## config.mk

```make
export PLATFORM = sky130hd
export DESIGN_NAME = operand_fetch
export DESIGN_NICKNAME = d
export VERILOG_FILES = /design/src/rtl/riscv_pkg.sv /design/src/rtl/reg_scoreboard.sv /design/src/rtl/operand_fetch.sv
export SDC_FILE = /design/constraint.sdc
export NUM_CORES = 1
export LEC_CHECK = 0
export ABC_AREA = 1
export CAP_MARGIN = 40
export CORE_MARGIN = 2
export CORE_UTILIZATION = 30
export DETAILED_ROUTE_END_ITERATION = 7
export PLACE_DENSITY = 0.58
export SLEW_MARGIN = 20
export SYNTH_ARGS = -nofsm -noshare
export SYNTH_HDL_FRONTEND = slang
export SYNTH_SLANG_ARGS = --single-unit
```

## constraint.sdc

```tcl
create_clock -name clk -period 2.3 [get_ports clk]
set_input_delay 0.46 -clock clk [delete_from_list [all_inputs] [get_ports clk]]
set_output_delay 0.46 -clock clk [all_outputs]
set_load 0.01 [all_outputs]
```

## src/rtl/riscv_pkg.sv

```systemverilog
// rtl/riscv_pkg.sv - RV32 opcode, field and register-use decode helpers
// Purpose: shared opcode constants, register field positions and the
//          source/destination usage decode used by the register-read stage.
// Ports:   none (package).
package riscv_pkg;

  localparam int REG_AW = 5;

  localparam logic [6:0] OP     = 7'b0110011;
  localparam logic [6:0] OP_IMM = 7'b0010011;
  localparam logic [6:0] LOAD   = 7'b0000011;
  localparam logic [6:0] STORE  = 7'b0100011;
  localparam logic [6:0] BRANCH = 7'b1100011;
  localparam logic [6:0] JAL    = 7'b1101111;
  localparam logic [6:0] JALR   = 7'b1100111;
  localparam logic [6:0] LUI    = 7'b0110111;
  localparam logic [6:0] AUIPC  = 7'b0010111;
  localparam logic [6:0] SYSTEM = 7'b1110011;

  localparam int OPC_LSB = 0;
  localparam int RD_LSB  = 7;
  localparam int RS1_LSB = 15;
  localparam int RS2_LSB = 20;

  function automatic logic uses_rs1(input logic [6:0] opc);
    return !(opc == LUI || opc == AUIPC || opc == JAL);
  endfunction

  function automatic logic uses_rs2(input logic [6:0] opc);
    return (opc == OP || opc == STORE || opc == BRANCH);
  endfunction

  function automatic logic writes_rd(input logic [6:0] opc, input logic [REG_AW-1:0] rd);
    return (rd != '0) && !(opc == STORE || opc == BRANCH);
  endfunction

endpackage

```

## src/rtl/reg_scoreboard.sv

```systemverilog
// rtl/reg_scoreboard.sv - in-flight destination register busy tracker
// Purpose: one busy bit per architectural register (x0 never busy). Bits are
//          cleared by writeback, kill and flush, and set by an accepted
//          writer; a set beats a clear of the same register in one cycle.
// Ports:   clk, rst_n           - clock, synchronous active-low reset
//          set_en/set_reg       - accepted instruction writes set_reg
//          clr_en/clr_reg       - writeback commit (also bypassed in lookups)
//          kill_en/kill_reg     - downstream discarded writer
//          flush_en/flush_reg   - flushed held writer
//          rd_addr_1/2, busy_1/2 - combinational busy lookups
module reg_scoreboard
  import riscv_pkg::*;
#(
  parameter int NREGS = 32
) (
  input  logic              clk,
  input  logic              rst_n,
  input  logic              set_en,
  input  logic [REG_AW-1:0] set_reg,
  input  logic              clr_en,
  input  logic [REG_AW-1:0] clr_reg,
  input  logic              kill_en,
  input  logic [REG_AW-1:0] kill_reg,
  input  logic              flush_en,
  input  logic [REG_AW-1:0] flush_reg,
  input  logic [REG_AW-1:0] rd_addr_1,
  input  logic [REG_AW-1:0] rd_addr_2,
  output logic              busy_1,
  output logic              busy_2
);

  logic [NREGS-1:0] busy;
  logic [NREGS-1:0] busy_nxt;

  // A register committing this cycle is not a hazard: its value is bypassed.
  assign busy_1 = busy[rd_addr_1] && !(clr_en && clr_reg == rd_addr_1);
  assign busy_2 = busy[rd_addr_2] && !(clr_en && clr_reg == rd_addr_2);

  always_comb begin
    busy_nxt = busy;
    if (clr_en)   busy_nxt[clr_reg]   = 1'b0;
    if (kill_en)  busy_nxt[kill_reg]  = 1'b0;
    if (flush_en) busy_nxt[flush_reg] = 1'b0;
    // Set applied last so a new writer survives a same-cycle clear.
    if (set_en)   busy_nxt[set_reg]   = 1'b1;
    busy_nxt[0] = 1'b0;
  end

  always_ff @(posedge clk) begin
    if (!rst_n) busy <= '0;
    else        busy <= busy_nxt;
  end

endmodule

```

## src/rtl/operand_fetch.sv

```systemverilog
// rtl/operand_fetch.sv - register-read stage with bypass and RAW stall
// Purpose: accepts one instruction per cycle from fetch, reads the register
//          file, bypasses same-cycle writeback, stalls on busy sources and
//          registers instruction plus operands toward execute.
// Ports:   clk, rst_n                  - clock, synchronous active-low reset
//          in_valid/in_ready/in_instr/in_pc - fetch handshake
//          rd_reg_1/2, rd_data_1/2     - register file read ports
//          wr_en/wr_reg/wr_data        - writeback commit
//          kill_valid/kill_reg         - downstream discarded writer
//          flush                       - drop held output instruction
//          out_valid/out_ready/out_*   - execute handshake and payload
module operand_fetch
  import riscv_pkg::*;
#(
  parameter int XLEN  = 32,
  parameter int NREGS = 32
) (
  input  logic              clk,
  input  logic              rst_n,
  input  logic              in_valid,
  output logic              in_ready,
  input  logic [31:0]       in_instr,
  input  logic [31:0]       in_pc,
  output logic [4:0]        rd_reg_1,
  output logic [4:0]        rd_reg_2,
  input  logic [XLEN-1:0]   rd_data_1,
  input  logic [XLEN-1:0]   rd_data_2,
  input  logic              wr_en,
  input  logic [4:0]        wr_reg,
  input  logic [XLEN-1:0]   wr_data,
  input  logic              kill_valid,
  input  logic [4:0]        kill_reg,
  input  logic              flush,
  output logic              out_valid,
  input  logic              out_ready,
  output logic [31:0]       out_instr,
  output logic [31:0]       out_pc,
  output logic [XLEN-1:0]   out_op_1,
  output logic [XLEN-1:0]   out_op_2
);

  logic [6:0]        in_opc;
  logic [REG_AW-1:0] in_rd;
  logic [6:0]        held_opc;
  logic [REG_AW-1:0] held_rd;
  logic              busy_1;
  logic              busy_2;
  logic              hazard;
  logic              accept;
  logic              flush_clr;
  logic [XLEN-1:0]   op_1;
  logic [XLEN-1:0]   op_2;

  assign in_opc   = in_instr[OPC_LSB +: 7];
  assign in_rd    = in_instr[RD_LSB +: REG_AW];
  assign rd_reg_1 = in_instr[RS1_LSB +: REG_AW];
  assign rd_reg_2 = in_instr[RS2_LSB +: REG_AW];
  assign held_opc = out_instr[OPC_LSB +: 7];
  assign held_rd  = out_instr[RD_LSB +: REG_AW];

  assign hazard   = in_valid && ((uses_rs1(in_opc) && busy_1) ||
                                 (uses_rs2(in_opc) && busy_2));
  assign in_ready = (!out_valid || out_ready) && !hazard && !flush;
  assign accept   = in_valid && in_ready;

  // A flushed writer never reaches writeback, so release its register here.
  assign flush_clr = flush && out_valid && writes_rd(held_opc, held_rd);

  reg_scoreboard #(
    .NREGS(NREGS)
  ) u_scoreboard (
    .clk       (clk),
    .rst_n     (rst_n),
    .set_en    (accept && writes_rd(in_opc, in_rd)),
    .set_reg   (in_rd),
    .clr_en    (wr_en),
    .clr_reg   (wr_reg),
    .kill_en   (kill_valid),
    .kill_reg  (kill_reg),
    .flush_en  (flush_clr),
    .flush_reg (held_rd),
    .rd_addr_1 (rd_reg_1),
    .rd_addr_2 (rd_reg_2),
    .busy_1    (busy_1),
    .busy_2    (busy_2)
  );

  always_comb begin
    op_1 = rd_data_1;
    if (rd_reg_1 == '0)                  op_1 = '0;
    else if (wr_en && wr_reg == rd_reg_1) op_1 = wr_data;
  end

  always_comb begin
    op_2 = rd_data_2;
    if (rd_reg_2 == '0)                  op_2 = '0;
    else if (wr_en && wr_reg == rd_reg_2) op_2 = wr_data;
  end

  always_ff @(posedge clk) begin
    if (!rst_n) begin
      out_valid <= 1'b0;
      out_instr <= '0;
      out_pc    <= '0;
      out_op_1  <= '0;
      out_op_2  <= '0;
    end else if (flush) begin
      out_valid <= 1'b0;
    end else if (accept) begin
      out_valid <= 1'b1;
      out_instr <= in_instr;
      out_pc    <= in_pc;
      out_op_1  <= op_1;
      out_op_2  <= op_2;
    end else if (out_ready) begin
      out_valid <= 1'b0;
    end
  end

endmodule

```

==> flow_summary.yaml, run 1 <==
run_status:
  status: "finished, final reports clean"
clock_tree:
  cts_buffer_depth: 2
  cts-root-buf: "clkbuf_16"
  clkTransAtPathRegs_ns: 0.07
  cts_sinks: 160
  h-tree-depth: 4
  cts_tree: "built"
  postCtsHoldBufs: 0
  cts_made_buffers: 17
  clock_latency_ns: 0.44
setup_path:
  r2r_end: "out_pc[1]$_SDFFE_PN0P_"
  cp_max_fo: 4
  max_stage_delay_ns: 0.23
  rr_worst_depth: 14
  cp.arrival_ns: 1.82
  critical_path.cell_chain: "clkdlybuf4s15_2 > inv_1 > nor2_1 > nor3_4 > nand3_2 > nand2_2 > inv_2 > nand3_2 > nand2_2 > a21boi_2 > buf_4 > buf_6"
  worst_path_max_delay_cell: "clkdlybuf4s15_2"
  criticalPathCategory: "in2out"
  endpoint_kind: "primary output"
  r2r_setup_slack_ns: 0.21
  start_kind: "primary input"
  required_ns: 1.84
  rr_startpoint: "u_scoreboard.busy[9]$_SDFF_PN0_"
pwr:
  switching_share: 0.2984
  p_int_mw: 5.365
  p_leak_nw: 5.273
  ir_drop_v: 0.0003329
  p_comb_frac: 0.234
  finalPower_mw: 7.647
  switching_power_mw: 2.282
  cellPowerDensity_nw_per_um2: 555.0
  p_seq_frac: 0.391
  p_clk_frac: 0.376
sta:
  post-route-period-util: 0.9900
  hold_slack_ns: 0.4452
  skew_ns: 0.01558
  fin_crit_ns: 2.277
  rsz0062_at_grt: "true"
  drv_slew: 0
  setup_viol: 0
  slew_headroom: 0.5918
  fin_tns_setup_ns: 0
  worst_pin_slew_ns: 0.6123
  fmax_mhz: 439.2
  hold_viol: 0
routing:
  drt_iter0_markers: 823
  vias: 10489
  firstDrtPassIters: 7
  ant_nets: 0
  vias_per_cell: 5.043
  wirelength_um: 38310
  post-route-drc-count: 0
  wire_per_inst_um: 18.42
run:
  maxCapViolCount: 0
global_route:
  globalRouteOverflowTotal: 0
  first_global_vias: 9974
  track_usage: 0.2510
  grt_max_degree: 63
  antenna_found_initial: 5
  grt_pass1_wl_um: 58950
cells_and_area:
  syn2layout_area_growth_pct: 61.48
  layout.nets: 1863
  final_core_util: 0.4945
  multi_input_area_sq_um: 4516
  register_area_sq_um: 3208
  fill_cells: 2849
  drive_gt1_frac: 0.1519
  fin_area_sq_um: 13780
synth:
  synth_top_area_frac: 0.3754
  ys_types: 30
  synth-edff-count: 0
  syn_area_per_cell_sq_um: 6.553
  synth_most_common_cell: "nand2_1"
  ys_seq_elements: 160
  ys_seq_area_frac: 0.3754
  synthFlopType: "dfxtp_1"
  yosys-top-cells-area: "dfxtp_1 38%, a21oi_1 15%, nand2_1 14%"
  syn-cell-area_sq_um: 8532
  synthTopCellsByCount: "325 x nand2_1, 252 x a21oi_1, 160 x dfxtp_1"
  ys_warn_count: 0
  async_flop_share: 0
  postSynthCellCount: 1302
  synth_fp_nets: 1479
  synth_top_area_cell: "dfxtp_1"
floorplanning:
  core.rowCount: 61
  start_util: 0.3063
  core-area_sq_um: 27860
  dieArea_sq_um: 29800
  ios: 317
  die_x_um: 172.6
  die_h_um: 172.6
placement:
  routabilityCongestion: 0.9021
  io_buffers: 316
  dp_hpwl_um: 28350
  place_area_sq_um: 12900
worst_hold_path:
  hp-class: "reg2reg"
  holdPathStages: 2
  min_to: "out_pc[13]$_SDFFE_PN0P_"
  hp-start: "out_pc[13]$_SDFFE_PN0P_"
-- sequential cells by signal, summed over array words and instances, names as in the netlist --
| name | count |
|---|---|
| out_valid | 1 |
| out_instr | 32 |
| out_pc | 32 |
| out_op_2 | 32 |
| u_scoreboard.busy | 31 |
| out_op_1 | 32 |
-- per-stage QoR --
stage          setup WS (ns)  instances
6_report             0.02309       2080
5_1_grt             -0.06131       2079
4_1_cts             0.001278       2076
3_5_place_dp         -0.9102       2026
3_3_place_gp         -0.8706       2026
2_1_floorplan         0.1013       1302
-- power groups by stage --
stage / registers (mW) / logic [mW] / clock network, mW
floorplan: 3.10 / 0.641 / 0
global placement: 3.04 / 1.72 / 0
detailed placement: 3.05 / 1.73 / 0
CTS: 2.99 / 1.77 / 2.93
global route: 3.00 / 1.93 / 3.04
finish: 2.99 / 1.79 / 2.87
-- cells in the final DEF (no fill, tap or decap), types with 7 or more instances in the layout --
cell type and count:
nand2_1 316, clkdlybuf4s50_1 291, a21oi_1 251, dfxtp_1 156, buf_4 127, inv_1 100
nand4_1 66, nor2_1 56, o21ai_0 54, nand3_1 48, o21ai_1 29, inv_2 19
nor3_1 18, buf_12 18, o211ai_1 17, clkbuf_16 17, nand3_2 12, o221ai_1 12
dlygate4sd2_1 9, nand2_2 7
-- worst max-delay path: cells and delay by family --
family / cells / cell delay, ns
buffers and inverters: 5 / 0.60
AO/OA/AOI/OAI: 1 / 0.11
AND/OR/NAND/NOR: 6 / 0.66
-- layout make-up --
cell class | count | share of cell area
Antenna cell | 3 | 0.0005449
Sequential cell | 160 | 0.2329
Clock inverter | 12 | 0.008900
Tap cell | 378 | 0.03433
Clock buffer | 20 | 0.03315
Inverter | 125 | 0.03542
Timing Repair Buffer | 463 | 0.3270
Multi-Input combinational cell | 919 | 0.3278
-- layer usage --
metal	part of all wire	global-route usage	up-vias
met1	0.43	0.3247	4834
met4	0.022	0.06731	2
met3	0.085	0.06508	53
met2	0.46	0.4142	438
met5	0.00029	0	-
li1	-	-	5162
-- worst max path at each step --
| stage | startpoint | endpoint | slack [ns] | cells past startpoint |
|---|---|---|---|---|
| after floorplan | in_instr[15] | in_ready | 0.10 | 10 |
| after global placement | in_instr[20] | in_ready | -0.87 | 14 |
| after detailed placement | in_instr[20] | in_ready | -0.91 | 14 |
| after CTS | u_scoreboard.busy[9]$_SDFF_PN0_ | in_ready | 0.001 | 11 |
| after global routing | in_instr[18] | in_ready | -0.06 | 12 |
| final | in_instr[19] | in_ready | 0.02 | 12 |
-- kinds of logic after synthesis --
group | Yosys count | share of synthesized area
buffers and inverters | 223 | 0.1088
xor gates and xnor gates | 1 | 0.001027
DFF | 160 | 0.3754
and+or+nand+nor | 537 | 0.2753
AOI/OAI and AO/OA | 381 | 0.2395
-- repair_timing --
item / CTS / global route
setup endpoints to repair: 125 / 7
pin swaps: 29 / 15
resized for setup: 92 / 32
gates cloned: 2 / 0
setup buffers: 16 / 2
Note: power is estimated with default switching activity, not from simulation.
==> inputs of run 2 (changes only) <==
--- a/config.mk
+++ b/config.mk
@@ -11,6 +11,7 @@
 export CORE_UTILIZATION = 30
 export DETAILED_ROUTE_END_ITERATION = 7
 export PLACE_DENSITY = 0.58
+export RECOVER_POWER = 100
 export SLEW_MARGIN = 20
 export SYNTH_ARGS = -nofsm -noshare
 export SYNTH_HDL_FRONTEND = slang
==> flow_summary.yaml, run 2 (synthesized netlist as in run 1, its figures left out) <==
routing:
  wirelength_um: 38270
  vias_per_cell: 5.064
  firstDrtPassIters: 5
  wire_per_inst_um: 18.40
  post-route-drc-count: 0
  vias: 10534
  ant_nets: 0
  drt_iter0_markers: 846
floorplanning:
  die_x_um: 172.6
  start_util: 0.3063
  core-area_sq_um: 27860
  die_h_um: 172.6
  core.rowCount: 61
  dieArea_sq_um: 29800
  ios: 317
global_route:
  globalRouteOverflowTotal: 0
  first_global_vias: 9974
  track_usage: 0.2510
  grt_pass1_wl_um: 58950
  grt_max_degree: 63
  antenna_found_initial: 5
setup_path:
  cp_max_fo: 3
  cp.arrival_ns: 1.82
  required_ns: 1.84
  criticalPathCategory: "reg2out"
  start_kind: "flop"
  endpoint_kind: "primary output"
pwr:
  ir_drop_v: 0.0003325
  p_leak_nw: 5.664
  cellPowerDensity_nw_per_um2: 551.2
clock_tree:
  h-tree-depth: 4
  postCtsHoldBufs: 0
  cts_sinks: 160
  cts_buffer_depth: 2
  cts-root-buf: "clkbuf_16"
  cts_tree: "built"
  cts_made_buffers: 17
  clock_latency_ns: 0.44
  clkTransAtPathRegs_ns: 0.07
sta:
  rsz0062_at_grt: "true"
  worst_pin_slew_ns: 0.6177
  drv_slew: 0
  fin_tns_setup_ns: 0
  post-route-period-util: 0.9905
  hold_slack_ns: 0.4426
  hold_viol: 0
  setup_viol: 0
  fin_ws_ns: 0.02192
  skew_ns: 0.01625
  slew_headroom: 0.5882
  fmax_mhz: 439.0
  fin_crit_ns: 2.278
cells_and_area:
  fin_area_sq_um: 13760
  layout_commonest_cell: "nand2_1"
  syn2layout_area_growth_pct: 61.27
  layout_common_cells: "316 x nand2_1, 251 x a21oi_1, 156 x dfxtp_1"
  fill_cells: 2850
  drive_gt1_frac: 0.1513
  layout.nets: 1863
  layoutNonFillerInstCount: 2080
worst_hold_path:
  hp-class: "reg2reg"
placement:
  dp.cells: 2026
  pre_cts_slack_ns: -0.9102
  io_buffers: 316
  dp_hpwl_um: 28350
  place_area_sq_um: 12900
  routabilityCongestion: 0.9021
run_status:
  status: "finished, final reports clean"
run:
  maxCapViolCount: 0
run 2: cell count changes in the layout (fill, tap and decap cells not counted):
cell,change
nor2_1,+1
nor2_2,-1
dlygate4sd3_1,+136
buf_4,-1
buf_12,-1
clkbuf_4,+1
clkdlybuf4s50_1,-136
clkbuf_2,+1
run 2: final timing paths:
check	from	endpoint	slack (ns)	cells after the start
worst min-delay path	out_op_1[1]$_SDFFE_PN0P_	out_op_1[1]$_SDFFE_PN0P_	0.44	2
worst min register to register	out_op_1[1]$_SDFFE_PN0P_	out_op_1[1]$_SDFFE_PN0P_	0.44	2
worst max-delay path	u_scoreboard.busy[9]$_SDFF_PN0_	in_ready	0.02	11
worst max register to register	u_scoreboard.busy[9]$_SDFF_PN0_	u_scoreboard.busy[31]$_SDFF_PN0_	0.09	15
run 2: repair_timing:
| item | CTS | global route |
|---|---|---|
| pin swaps | 29 | 15 |
| resized for setup | 92 | 32 |
| endpoints found under the setup margin | 125 | 7 |
| buffers inserted | 16 | 2 |
| gates cloned | 2 | 0 |
run 2: stage by stage:
stage / util / total power, mW
2_1_floorplan: - / 3.744
3_3_place_gp: 0.4632 / 4.768
3_5_place_dp: 0.4632 / 4.775
4_1_cts: 0.4924 / 7.689
5_1_grt: 0.4938 / 7.912
6_report: 0.4939 / 7.585
run 2: critical path, cell delays in order (launching register included):
cell and delay (ns):
dfxtp_1 0.31, inv_1 0.12, a21oi_1 0.08, o21ai_1 0.10, nand3_1 0.11, nand3_1 0.09
nand2_1 0.07, nand3_2 0.10, nand2_2 0.05, a21boi_2 0.11, buf_4 0.14, buf_6 0.10
run 2: power breakdown:
part / total, mW / internal, mW / switching [mW]
sequential: 2.98 / 2.91 / 0.0738
clock: 2.87 / 1.57 / 1.30
combinational: 1.73 / 0.829 / 0.903
total: 7.58 / 5.31 / 2.27
run 2: per-layer routing:
metal,share of wire,wire [um],vias to the layer above,track usage
li1,-,-,5167,-
met1,0.43,16430,4861,0.3247
met2,0.46,17760,451,0.4142
met3,0.085,3235,53,0.06508
met4,0.022,834,2,0.06731
met5,0.00029,11,-,0
run 2: layout make-up:
type | count | area (sq um) | area share
multi-input combinational | 919 | 4513 | 0.3280
timing repair buffer | 463 | 4491 | 0.3264
sequential | 160 | 3208 | 0.2332
inverter | 125 | 488.0 | 0.03546
tap | 378 | 473.0 | 0.03437
clock buffer | 20 | 456.7 | 0.03319
clock inverter | 12 | 122.6 | 0.008912
antenna | 3 | 7.507 | 0.0005456
